`src/rtl/timer_counter.sv`:
```
// timer_counter: memory-mapped programmable down-counter with sticky (mode 0) or auto-reload pulsed (mode 1) IRQ.
// Optional macro TC_STATUS_EN adds a readable, write-1-to-clear STATUS register at word 3.
module timer_counter #(
    parameter int CNT_W = 32
) (
    input  logic        clk,
    input  logic        reset,
    input  logic [1:0]  Addr,
    input  logic        WE,
    input  logic [31:0] Din,
    output logic [31:0] Dout,
    output logic        IRQ
);
    typedef enum logic [1:0] {IDLE, LOAD, CNT, INT} state_t;
    state_t           state;
    logic [3:0]       ctrl;
    logic [CNT_W-1:0] preset;
    logic [CNT_W-1:0] count;
    logic             irq_flag;
    logic             mode1;
    logic             hold;
    logic [31:0]      status;
    assign mode1 = ctrl[2:1] == 2'b01;
    // a flag being set (or held sticky in the mode-0 INT cycle) beats any CPU clear
    assign hold = (state == CNT && ctrl[0] && count == '0) || (state == INT && !mode1);
`ifdef TC_STATUS_EN
    assign status = {31'b0, irq_flag};
`else
    assign status = '0;
`endif
    assign Dout = Addr == 2'd0 ? {28'b0, ctrl} :
                  Addr == 2'd1 ? 32'(preset) :
                  Addr == 2'd2 ? 32'(count) : status;
    assign IRQ = irq_flag & ctrl[3];
    always_ff @(posedge clk or posedge reset) begin
        if (reset) begin
            state    <= IDLE;
            ctrl     <= '0;
            preset   <= '0;
            count    <= '0;
            irq_flag <= 1'b0;
        end else begin
            case (state)
                IDLE: if (ctrl[0]) state <= LOAD;
                LOAD: begin
                    count <= preset;
                    state <= CNT;
                end
                CNT: begin
                    if (!ctrl[0]) state <= IDLE;
                    else if (count == '0) begin
                        state    <= INT;
                        irq_flag <= 1'b1;
                    end else count <= count - CNT_W'(1);
                end
                INT: begin
                    if (mode1) begin
                        irq_flag <= 1'b0;
                        state    <= LOAD;
                    end else begin
                        ctrl[0] <= 1'b0;
                        state   <= IDLE;
                    end
                end
                default: state <= IDLE;
            endcase
            // CPU writes come last so they override the FSM's auto-clear of En
            if (WE && Addr == 2'd0) begin
                ctrl <= Din[3:0];
                if (Din[0] && !hold) irq_flag <= 1'b0;
            end
            if (WE && Addr == 2'd1) preset <= Din[CNT_W-1:0];
`ifdef TC_STATUS_EN
            if (WE && Addr == 2'd3 && Din[0] && !hold) irq_flag <= 1'b0;
`endif
        end
    end
endmodule

```
`config.mk`:
```
export PLATFORM = sky130hd
export DESIGN_NAME = timer_counter
export DESIGN_NICKNAME = d
export VERILOG_FILES = /design/src/rtl/timer_counter.sv
export SDC_FILE = /design/constraint.sdc
export NUM_CORES = 1
export LEC_CHECK = 0
export BUFFER_PORTS_ARGS = -buffer_cell sky130_fd_sc_hd__buf_2
export CAP_MARGIN = 0
export CORE_AREA = 2 2 93 95
export DETAILED_ROUTE_END_ITERATION = 6
export DIE_AREA = 0 0 95 97
export GPL_ROUTABILITY_DRIVEN = 1
export GPL_TIMING_DRIVEN = 0
export HOLD_SLACK_MARGIN = 0.12
export PLACE_DENSITY = 0.71
export SYNTH_ARGS = -nofsm -noshare
export SYNTH_HDL_FRONTEND = slang
export SYNTH_SLANG_ARGS = --single-unit
export TNS_END_PERCENT = 10
```
`constraint.sdc`:
```
create_clock -name clk -period 3.27 [get_ports clk]
set_input_delay 0.1635 -clock clk [delete_from_list [all_inputs] [get_ports clk]]
set_output_delay 0.1635 -clock clk [all_outputs]
set_load 0.005 [all_outputs]
```
* Yosys cells after proc, flatten, opt, wreduce, memory -nomap -nowiden
Cells that the tools add are included.
Operators by class: $add $sub $neg 1, multiply operators 0, divide/modulo/power cells 0, magnitude comparators 0, eq/ne operators 11, shift operators 0, multiplexer cells 20, bitwise operators 1, reductions and logical operators 17
Operator list (count):
- $mux 32 | 5
- $pmux 32 s2 | 1
- $logic_not 32->1 | 1
- $sub 32x1->32 const B | 1
- $mux 1 | 9
- $pmux 2 s4 | 1
- $eq 2x1->1 const B | 3
- $eq 2x2->1 const B | 3
- $logic_and 1x1->1 | 6
- $mux 2 | 3
- $ne 2x2->1 const B | 3
- $logic_not 2->1 | 2
- $reduce_and 2->1 | 2
- $reduce_bool 2->1 | 2
- $ne 3x2->1 const B | 1
- $reduce_and 3->1 | 1
- $logic_not 1->1 | 2
- $ne 2x1->1 const B | 1
- $pmux 1 s2 | 1
- $and 1x1->1 | 1
- $logic_or 1x1->1 | 1
Word-level totals: bits in registers 71, bits in latches 0, memory bits (writable) 0, ROM bits 0, input port bits 37, output and inout bits 33, word-level logic and storage cells 56, memories kept 0

* Longest topological paths before layout
Gate-level depths: netlist of run 1.
depth in word-level cells 8, mapped depth 9, depth with buffers taken out 7

* Worst setup path before layout of run 1
Ideal clock, no wire load.
kind reg-to-reg, from reg count[27], to reg count[26], arrival time 2219 ps, required time 3149 ps, setup slack 930 ps, stages on the path, launching flop included 8, buffers on the path 2, path through dfrtp_1 or4_4 nand3b_4 or4_1 buf_2 and2_4 buf_6 a22o_1
Between the ends: cells in the longest elaborated chain, start to end 3
Ends and longest elaborated chain:
- start: declaration | RTL line 18 | logic [CNT_W-1:0] count;
- start signal: assignment | RTL line 46 | count <= preset;
- start signal: assignment | RTL line 54 | end else count <= count - CNT_W'(1);
- $logic_not 32->1 | RTL line 51 | else if (count == '0) begin
- $ne 2x2->1 (no source line)
- $reduce_and 3->1 (no source line)
No other way between the ends. A chain may end at the register's enable or synchronous reset.

* Worst setup path in the final report of run 1
from reg count[2], to reg count[13]
Between the ends: cells in the longest elaborated chain, start to end 4, elaborated cells on any way between the ends 7, classes of those cells add/sub (1); eq/ne (1); mux (3); reduce/logical (2)
Ends and longest elaborated chain:
- $sub 32x1->32 | RTL line 54
- $mux 32 | RTL line 51
- $mux 32 | RTL line 50 | if (!ctrl[0]) state <= IDLE;
- $pmux 32 s2 | RTL line 43 | case (state)
Several ways; a longest one is shown, not always the timed one. The select of a mux whose other input is x is not followed.

==> flow_summary.yaml, run 1 <==
cells_and_area:
  fillers: 711
  multiInputGateArea_um2: 2050
  area_growth_syn_to_layout_pct: 26.4
  regArea_um2: 1780
  drive_above_1_share_pct: 25.4
  diodes: 0
  nets: 550
clock_tree:
  cts_htree_levels: 3
  post_cts_buffers: 0
  clockBufferDepth: 2
  root_buffer: "clkbuf_8"
  cts_resized: 0
  cts_made_buffers: 9
  clk_transition_reported_paths_ns: 0.07
  cts-hold-fix-buffers: 33
  cts.sinks: 71
  insertion_delay_ns: 0.36
  cts_tree: "done"
global_routing:
  overflow: 0
  grt_max_degree: 72
  grt_pass1_wl_mm: 19.2
  antenna_found_initial: 0
  grt_pass1_vias: 3742
  grt_use_total_pct: 26.9
detailed_routing:
  drcViolationCount: 0
  wirelength_mm: 11.7
  num_vias: 3848
  post_drt_wl_per_cell_um: 18.8
  drtAntennaViolNets: 0
  vias_per_cell: 6.20
  dr.first_iter.drc_count: 316
  drt_pass1_iterations: 5
pwr:
  power.total_mw: 3.82
  leakagePower_nw: 2.10
  ir_drop_v: 0.000317
  power-per-cell-area_nw_per_um2: 757
worst_setup_path:
  required_ns: 3.51
  crit_slowest_cell: "nor4_2"
  critPathKind: "reg -> reg"
  crit_fanout: 10
  crit_path_end_kind: "flip-flop"
  startpoint_type: "flip-flop"
  path_cells: "nor4_2 > nand4_1 > or4_1 > buf_2 > buf_1 > a31oi_1 > a21oi_1"
  critPathBufInv: 2
  worst_path_dominant_cell_family: "simple AND/OR/NAND/NOR gates"
  slowest_delay_ns: 0.74
  worstPathArrival_ns: 3.07
sta:
  slew_headroom_pct: 39.1
  clock_skew_ns: 0.00330
  finalSetupViolations: 0
  finalHoldViolations: 0
  tightestPinTransition_ns: 0.911
  max_freq_mhz: 353
  finalCriticalPeriod_ns: 2.83
  drv_slew: 0
  totalNegativeSetupSlack_ns: 0
  post-route-period-util_pct: 86.6
  grt_setup_unrepaired: "no"
synth:
  synth.most_common_cell: "dfrtp_1"
  synth_common_cells: "71 x dfrtp_1, 35 x mux2_2, 34 x a22o_1, 29 x nand2_1, 23 x clkbuf_1"
  yosysTopAreaCell: "dfrtp_1"
  ys_types: 43
  yosys-top-cells-area: "dfrtp_1 44%, mux2_2 9.9%, a22o_1 7.4%"
  netlist_area_um2: 4000
  seq_area_frac_synth_pct: 44.4
  yosysTopAreaCellShare_pct: 44.4
  ys_warn_count: 0
  synth_edf_count: 0
  synthCells: 398
  synth-seq-cells: 71
  syn_area_per_cell_um2: 10.0
  async_flop_share_pct: 100
  synth_ff_type: "dfrtp_1"
  synth_fp_nets: 437
place:
  place.gp.congestion: 0.942
  place_hpwl_mm: 7.78
  io_buffers: 68
floorplan:
  die_area_um2: 9220
  die_w_um: 95
  die_y_um: 97
  rows: 33
  start_util_pct: 49.2
  pin_count: 70
  core_area_um2: 8130
min_path:
  hp-class: "in -> reg"
run_status:
  outcome: "finished clean"
flow_run:
  maxCapViolCount: 0
cells by family after synthesis:
family | Yosys count | share of synthesized area (%)
buf+inv | 42 | 4.22
flops | 71 | 44.4
simple gates | 106 | 14.5
fa+ha+maj | 2 | 0.626
mux | 39 | 10.9
compound gates | 138 | 25.3
through the flow:
| step | instance area (µm²) | hold WS [ns] | worst slack (ns) | cells | util, % |
|---|---|---|---|---|---|
| 2_1_floorplan | 4000 | 0.303 | 0.930 | 398 | - |
| 3_3_place_gp | 4470 | 0.396 | 0.362 | 571 | 55.0 |
| 3_5_place_dp | 4500 | 0.273 | 0.569 | 572 | 55.3 |
| 4_1_cts | 5050 | 0.373 | 0.513 | 621 | 62.1 |
| 5_1_grt | 5050 | 0.389 | 0.218 | 621 | 62.1 |
| 6_report | 5050 | 0.380 | 0.439 | 621 | 62.1 |
layer usage:
layer | share of wire (%) | global-route usage (%) | up-vias
li1 | - | - | 1780
met1 | 43 | 38.2 | 1850
met2 | 46 | 40.5 | 195
met3 | 8.7 | 5.84 | 23
met4 | 1.9 | 9.48 | 0
met5 | 0 | 0 | -
report_power, final:
part / total [mW] / leakage [nW] / switching, mW / internal [mW]
logic: 1.50 / 1.14 / 0.854 / 0.650
clock network: 0.795 / 0.110 / 0.344 / 0.451
registers: 1.53 / 0.847 / 0.354 / 1.17
total: 3.82 / 2.10 / 1.55 / 2.27
layout by cell type (no fill, tap or decap), types with 14 or more instances in the layout:
cell type / n
nand3_1: 16
nand2_1: 29
mux2_2: 35
dlygate4sd3_1: 33
dfrtp_1: 71
clkbuf_1: 24
o2bb2ai_1: 15
a22o_1: 34
buf_2: 71
o21ai_0: 14
a21oi_1: 15
a31oi_1: 15
flip-flops by register name, summed over array words and instances, names as in the netlist:
| register | cells |
|---|---|
| state | 2 |
| count | 32 |
| ctrl | 4 |
| preset | 32 |
| irq_flag | 1 |
worst paths after layout:
kind,to,slack (ns),cells after the start,start
worst max-delay path,count[13],0.44,7,count[2]
worst max register to register,count[13],0.44,7,count[2]
max in group asynchronous,count[8],2.56,4,reset
worst min-delay path,ctrl[1],0.38,3,Addr[0]
worst min register to register,ctrl[3],0.54,1,ctrl[3]
min in group asynchronous,preset[30],0.43,4,reset
tightest hold or removal path: stages:
cell and delay (ns):
buf_2 0.14, nor3b_1 0.15, mux2_2 0.25
final cells by class:
class | count | area share (%)
multi-input combinational | 285 | 40.6
clock inverter | 5 | 1.61
inverter | 6 | 0.495
sequential | 71 | 35.2
timing repair buffer | 102 | 13.8
tap | 105 | 2.60
buffer | 36 | 2.90
clock buffer | 11 | 2.80
No activity file was read; power rests on OpenSTA's default activity.
==> inputs of run 2 (changes only) <==
==> config.mk (replaced) <==
export PLATFORM = sky130hd
export DESIGN_NAME = timer_counter
export DESIGN_NICKNAME = d
export VERILOG_FILES = /design/src/rtl/timer_counter.sv
export SDC_FILE = /design/constraint.sdc
export NUM_CORES = 1
export LEC_CHECK = 0
export ABC_AREA = 1
export CAP_MARGIN = 0
export CORE_AREA = 2 2 98 100
export DETAILED_ROUTE_END_ITERATION = 6
export DIE_AREA = 0 0 100 102
export DONT_BUFFER_PORTS = 1
export GPL_ROUTABILITY_DRIVEN = 1
export GPL_TIMING_DRIVEN = 0
export HOLD_SLACK_MARGIN = 0.12
export SYNTH_ARGS = -nofsm -noshare
export SYNTH_HDL_FRONTEND = slang
export SYNTH_SLANG_ARGS = --single-unit
export TNS_END_PERCENT = 10
==> run 2 against run 1 <==
Core utilization fell by 4.5 points. Critical path depth increased by 2. Hold slack worse by 0.24 ns. First-iteration DRC count fell by 2.8%. Critical path type unchanged.
==> flow_summary.yaml, run 2 <==
place:
  io_buffers: 0
  place.gp.congestion: 0.903
  dp_cells: 756
  place_area_um2: 4680
  dpl_worst_slack_ns: 1.18
  place_hpwl_mm: 10.1
global_routing:
  antenna_found_initial: 0
  overflow: 0
  grt_pass1_vias: 4420
  grt_max_degree: 51
  grt_pass1_wl_mm: 22.7
  grt_use_total_pct: 28.4
synth:
  yosysTopAreaCell: "dfrtp_1"
  ys_warn_count: 0
  yosys-top-cells-area: "dfrtp_1 39%, nand2_1 14%, nor2_1 7.4%"
  async_flop_share_pct: 100
  yosysTopAreaCellShare_pct: 39.4
  synth_fp_nets: 683
  synth.most_common_cell: "nand2_1"
  netlist_area_um2: 4510
  synth_edf_count: 0
  syn_area_per_cell_um2: 7.00
  synth-seq-cells: 71
  synth_common_cells: "164 x nand2_1, 89 x nor2_1, 84 x inv_1, 71 x dfrtp_1, 58 x nand3_1"
  synthCells: 644
  ys_types: 31
  seq_area_frac_synth_pct: 39.4
  synth_ff_type: "dfrtp_1"
cells_and_area:
  mostFrequentLayoutCell: "nand2_1"
  multiInputGateArea_um2: 2250
  drive_above_1_share_pct: 10.1
  final_cell_mix: "164 x nand2_1, 89 x nor2_1, 83 x inv_1, 71 x dfrtp_1, 58 x nand3_1"
  fillers: 898
  area_growth_syn_to_layout_pct: 16.4
  finalInstanceArea_um2: 5250
  top_regs: "count: 32 flops, preset: 32 flops, ctrl: 4 flops"
  regArea_um2: 1780
  postLayoutCoreUtil_pct: 57.6
  diodes: 0
  nets: 729
  fin_cells: 806
floorplan:
  die_w_um: 100
  die_y_um: 102
  pin_count: 70
  start_util_pct: 49.5
  rows: 35
  die_area_um2: 10200
  core_area_um2: 9110
detailed_routing:
  num_vias: 4424
  post_drt_wl_per_cell_um: 17.2
  drtAntennaViolNets: 0
  drt_pass1_iterations: 5
  drcViolationCount: 0
  dr.first_iter.drc_count: 307
  wirelength_mm: 13.9
  vias_per_cell: 5.49
worst_setup_path:
  ff2ff_path_depth: 9
  critPathKind: "reg -> reg"
  crit_fanout: 7
  timing.rr.end: "count[30]"
  crit_path_end_kind: "flip-flop"
  critPathCapture: "count[30]"
  r2r_slack_ns: 1.11
  worstPathArrival_ns: 2.40
  required_ns: 3.51
  startpoint_type: "flip-flop"
  crit_start: "count[0]"
  r2r-start: "count[0]"
clock_tree:
  root_buffer: "clkbuf_8"
  cts.sinks: 71
  insertion_delay_ns: 0.35
  cts_tree: "done"
  clockBufferDepth: 2
  cts_made_buffers: 9
  clk_transition_reported_paths_ns: 0.09
  cts_htree_levels: 3
pwr:
  power-per-cell-area_nw_per_um2: 819
  power.share.clock_pct: 19.4
  p_int_mw: 2.31
  power_frac_comb_pct: 46.7
  ir_drop_v: 0.000287
  leakagePower_nw: 2.47
  sw_frac_of_total_pct: 46.2
  power_switching_mw: 1.99
  pwr-share-seq_pct: 34.0
sta:
  finalHoldViolations: 0
  finalSetupViolations: 0
  totalNegativeSetupSlack_ns: 0
  drv_slew: 0
  max_freq_mhz: 462
  clock_skew_ns: 0.00998
  finalCriticalPeriod_ns: 2.16
  slew_headroom_pct: 56.8
  grt_setup_unrepaired: "no"
  timing.final.ws_setup_ns: 1.11
  post-route-period-util_pct: 66.1
  tightestPinTransition_ns: 0.645
min_path:
  hp-class: "in -> reg"
  hp-start: "WE"
flow_run:
  maxCapViolCount: 0
run_status:
  outcome: "finished clean"
[run 2: cell count changes in the layout (fill, tap and decap cells not counted), moves of 15 or more]
cell       change
buf_2         -69
nand2_1      +135
inv_1         +79
nand3_1       +42
o2bb2ai_1     -15
nor2_1        +78
o22ai_1       +28
mux2_2        -34
a22o_1        -34
[run 2: area by class of cell]
cell class / count / share of cell area [%]
Buffer: 25 / 2.86
Clock buffer: 11 / 2.89
Clock inverter: 5 / 1.53
Inverter: 87 / 6.27
Multi-Input combinational cell: 461 / 42.9
Sequential cell: 71 / 33.9
Tap cell: 111 / 2.65
Timing Repair Buffer: 35 / 7.01
[run 2: how the worst min path moves through the flow]
stage                      end  slack [ns]  cells after the start
floorplan           preset[11]        0.31                      1
global placement    preset[11]        0.32                      1
detailed placement    count[8]        0.02                      1
CTS                    ctrl[0]        0.13                      2
global route           ctrl[0]        0.14                      2
finish                 ctrl[3]        0.14                      2
[run 2: cells by family after synthesis]
kind of cell,after synthesis,synth area share (%)
adders and majority gates,2,0.555
muxes,1,0.250
and+or+nand+nor,346,34.0
AOI/OAI and AO/OA,112,15.2
buffers and inverters,112,10.6
DFF,71,39.4
[run 2: metrics by stage]
step,hold slack [ns],total power [mW]
after floorplan,0.314,2.91
after global placement,0.317,3.37
after detailed placement,0.0249,3.42
after CTS,0.130,4.29
after global routing,0.138,4.64
final,0.136,4.30
[run 2: what timing repair did]
| item | CTS | global route |
|---|---|---|
| setup buffers | 0 | 0 |
| hold endpoints to repair | 108 | 0 |
| hold buffers | 34 | 0 |
| resized for setup | 0 | 0 |
[run 2: critical path, stage by stage, from the launching register on]
cell and delay, ns:
dfrtp_1 0.38, inv_1 0.16, ha_1 0.26, inv_1 0.10, nor2_1 0.52, nand2_1 0.18, o21ai_0 0.20, nand3_1 0.12
nand3_2 0.09, nand2_1 0.05
[run 2: metal layers]
metal  up-vias  global-route usage, %  wire [µm]
met5         -                      0          0
met4         0                   4.74         90
met3        10                   5.75       1010
met2       154                   47.7       6410
met1      2086                   39.1       6370
li1       2174                      -          -
[run 2: power groups by stage]
stage | Combinational (mW) | Clock, mW | Sequential [mW]
finish | 2.01 | 0.833 | 1.46
global route | 2.26 | 0.884 | 1.50
CTS | 1.99 | 0.844 | 1.45
detailed placement | 1.95 | 0 | 1.47
global placement | 1.91 | 0 | 1.46
floorplan | 1.52 | 0 | 1.38
==> inputs of run 3 (changes only) <==
--- a/config.mk
+++ b/config.mk
@@ -14,6 +14,7 @@
 export GPL_ROUTABILITY_DRIVEN = 1
 export GPL_TIMING_DRIVEN = 0
 export HOLD_SLACK_MARGIN = 0.12
+export PLACE_DENSITY = 0.67
 export SYNTH_ARGS = -nofsm -noshare
 export SYNTH_HDL_FRONTEND = slang
 export SYNTH_SLANG_ARGS = --single-unit
==> constraint.sdc (replaced) <==
create_clock -name clk -period 1.93 [get_ports clk]
set_input_delay 0.0965 -clock clk [delete_from_list [all_inputs] [get_ports clk]]
set_output_delay 0.0965 -clock clk [all_outputs]
set_load 0.005 [all_outputs]
==> run 3 against run 2 <==
Clock-buffer cell count fell by 1. Core utilization rose by 0.65 points. Clock skew rose by 0.00067 ns. Setup slack got worse by 1.0 ns. Die area did not move. Sequential power rose by 69%. Global-route usage fell by 0.13 points. Sequential share of layout area fell by 0.38 points. Design area rose by 1.1%. Via count rose by 2.2%. Wire length fell by 0.88%. First-iteration DRC count rose by 0.98%. Highest routed layer unchanged.
==> flow_summary.yaml, run 3 (synthesis results as in run 2) <==
run_status:
  outcome: "finished clean"
cells_and_area:
  nets: 736
  mostFrequentLayoutCell: "nand2_1"
  fillers: 876
  final_cell_mix: "163 x nand2_1, 84 x nor2_1, 83 x inv_1, 71 x dfrtp_1, 58 x nand3_1"
  diodes: 0
  fin_cells: 812
  finalInstanceArea_um2: 5310
  drive_above_1_share_pct: 11.7
  area_growth_syn_to_layout_pct: 17.7
  top_regs: "count: 32 flops, preset: 32 flops, ctrl: 4 flops"
clock_tree:
  insertion_delay_ns: 0.36
  root_buffer: "clkbuf_8"
  cts.sinks: 71
  clk_transition_reported_paths_ns: 0.09
  cts_tree: "done"
  cts_htree_levels: 3
  clockBufferDepth: 2
  cts_made_buffers: 9
worst_setup_path:
  required_ns: 2.18
  crit_slowest_cell: "dfrtp_1"
  crit_fanout: 8
  path_cells: "nor2_1 > nand2_1 > nor2_4 > nand2_1 > clkinv_1 > nand2_1 > nand3_1 > o21ai_0 > nand2_1 > nand2_1"
  worst_path_dominant_cell_family: "simple AND/OR/NAND/NOR gates"
  worstPathArrival_ns: 2.09
  cpMostUsedCell: "nand2_1"
  startpoint_type: "flip-flop"
  slowest_delay_ns: 0.43
  critPathBufInv: 1
  crit_path_end_kind: "flip-flop"
  critPathKind: "reg -> reg"
  r2r_slack_ns: 0.09
  worst-path-stages: 10
  ff2ff_path_depth: 10
pwr:
  ir_drop_v: 0.000592
  power-per-cell-area_nw_per_um2: 1360
  leakagePower_nw: 2.50
detailed_routing:
  vias_per_cell: 5.57
  num_vias: 4523
  drt_pass1_iterations: 5
  drcViolationCount: 0
  drtAntennaViolNets: 0
  dr.first_iter.drc_count: 310
  post_drt_wl_per_cell_um: 16.9
  wirelength_mm: 13.8
global_routing:
  grt_max_degree: 44
  grt_pass1_vias: 4299
  grt_pass1_wl_mm: 22.5
  grt_use_total_pct: 28.3
  antenna_found_initial: 0
  overflow: 0
floorplan:
  core_area_um2: 9110
  die_area_um2: 10200
  start_util_pct: 49.5
  die_w_um: 100
  rows: 35
  die_y_um: 102
  pin_count: 70
sta:
  drv_slew: 0
  timing.final.ws_setup_ns: 0.0866
  finalHoldViolations: 0
  max_freq_mhz: 542
  hold_ws_ns: 0.168
  finalCriticalPeriod_ns: 1.84
  slew_headroom_pct: 58.0
  clock_skew_ns: 0.0106
  finalSetupViolations: 0
  post-route-period-util_pct: 95.5
  tightestPinTransition_ns: 0.630
place:
  place.gp.congestion: 0.970
  dp_cells: 756
  place_area_um2: 4680
  io_buffers: 0
  place_hpwl_mm: 9.91
  dpl_worst_slack_ns: -0.144
min_path:
  hp-class: "in -> reg"
  min_path_cells: 4
flow_run:
  maxCapViolCount: 0
run 3: changes by cell type in the layout (fill, tap and decap cells not counted), sizes merged:
cell and change:
bufinv -1, clkinv +1, buf +4, dlygate4sd3 +2
run 3: final cells by class:
cell class                      instances  area [µm²]  share of cell area (%)
Multi-Input combinational cell        461        2290                    43.1
Buffer                                 25         151                    2.85
Tap cell                              111         139                    2.62
Clock buffer                           10         138                    2.59
Inverter                               87         329                    6.20
Clock inverter                          5        58.8                    1.11
Sequential cell                        71        1780                    33.5
Timing Repair Buffer                   42         425                    8.02
run 3: metrics by stage:
step	power, mW	util, %	setup TNS (ns)
2_1_floorplan	4.92	-	0
3_5_place_dp	5.77	51.3	-0.190
6_report	7.21	58.3	0
3_3_place_gp	5.68	51.0	-61.55
4_1_cts	7.09	57.5	0
5_1_grt	7.79	58.3	-0.00288
run 3: final timing paths:
path,from,endpoint
max,count[3],count[9]
min reg2reg,preset[0],preset[0]
max in group asynchronous,reset,count[29]
min in group asynchronous,reset,preset[16]
max reg2reg,count[3],count[9]
min,Addr[1],irq_flag
run 3: routing by layer:
layer / share of wire, % / up-vias / track usage, %
met3: 7.2 / 13 / 5.20
met1: 45 / 2149 / 40.1
met4: 1.0 / 0 / 6.53
met5: 0 / - / 0
met2: 46 / 169 / 45.5
li1: - / 2192 / -
run 3: worst register-to-register path, cell delays in order (launching register included):
cell and delay, ns:
dfrtp_1 0.43, nor2_1 0.22, nand2_1 0.14, nor2_4 0.25
nand2_1 0.20, clkinv_1 0.14, nand2_1 0.06, nand3_1 0.06
o21ai_0 0.10, nand2_1 0.09, nand2_1 0.06
run 3: power breakdown:
part / switching (mW) / internal, mW / total, mW / leakage, nW
sequential: 0.492 / 1.98 / 2.47 / 0.832
combinational: 2.31 / 1.20 / 3.51 / 1.57
clock: 0.614 / 0.625 / 1.24 / 0.0944
run 3: repair_timing:
| action | CTS | global route |
|---|---|---|
| endpoints found under the hold margin | 108 | 0 |
| setup endpoints to repair | 4 | 29 |
| cloned | 0 | 0 |
| hold buffers | 36 | 0 |
| setup buffers | 0 | 5 |
| pin swaps | 0 | 2 |
| gates resized for setup | 2 | 9 |
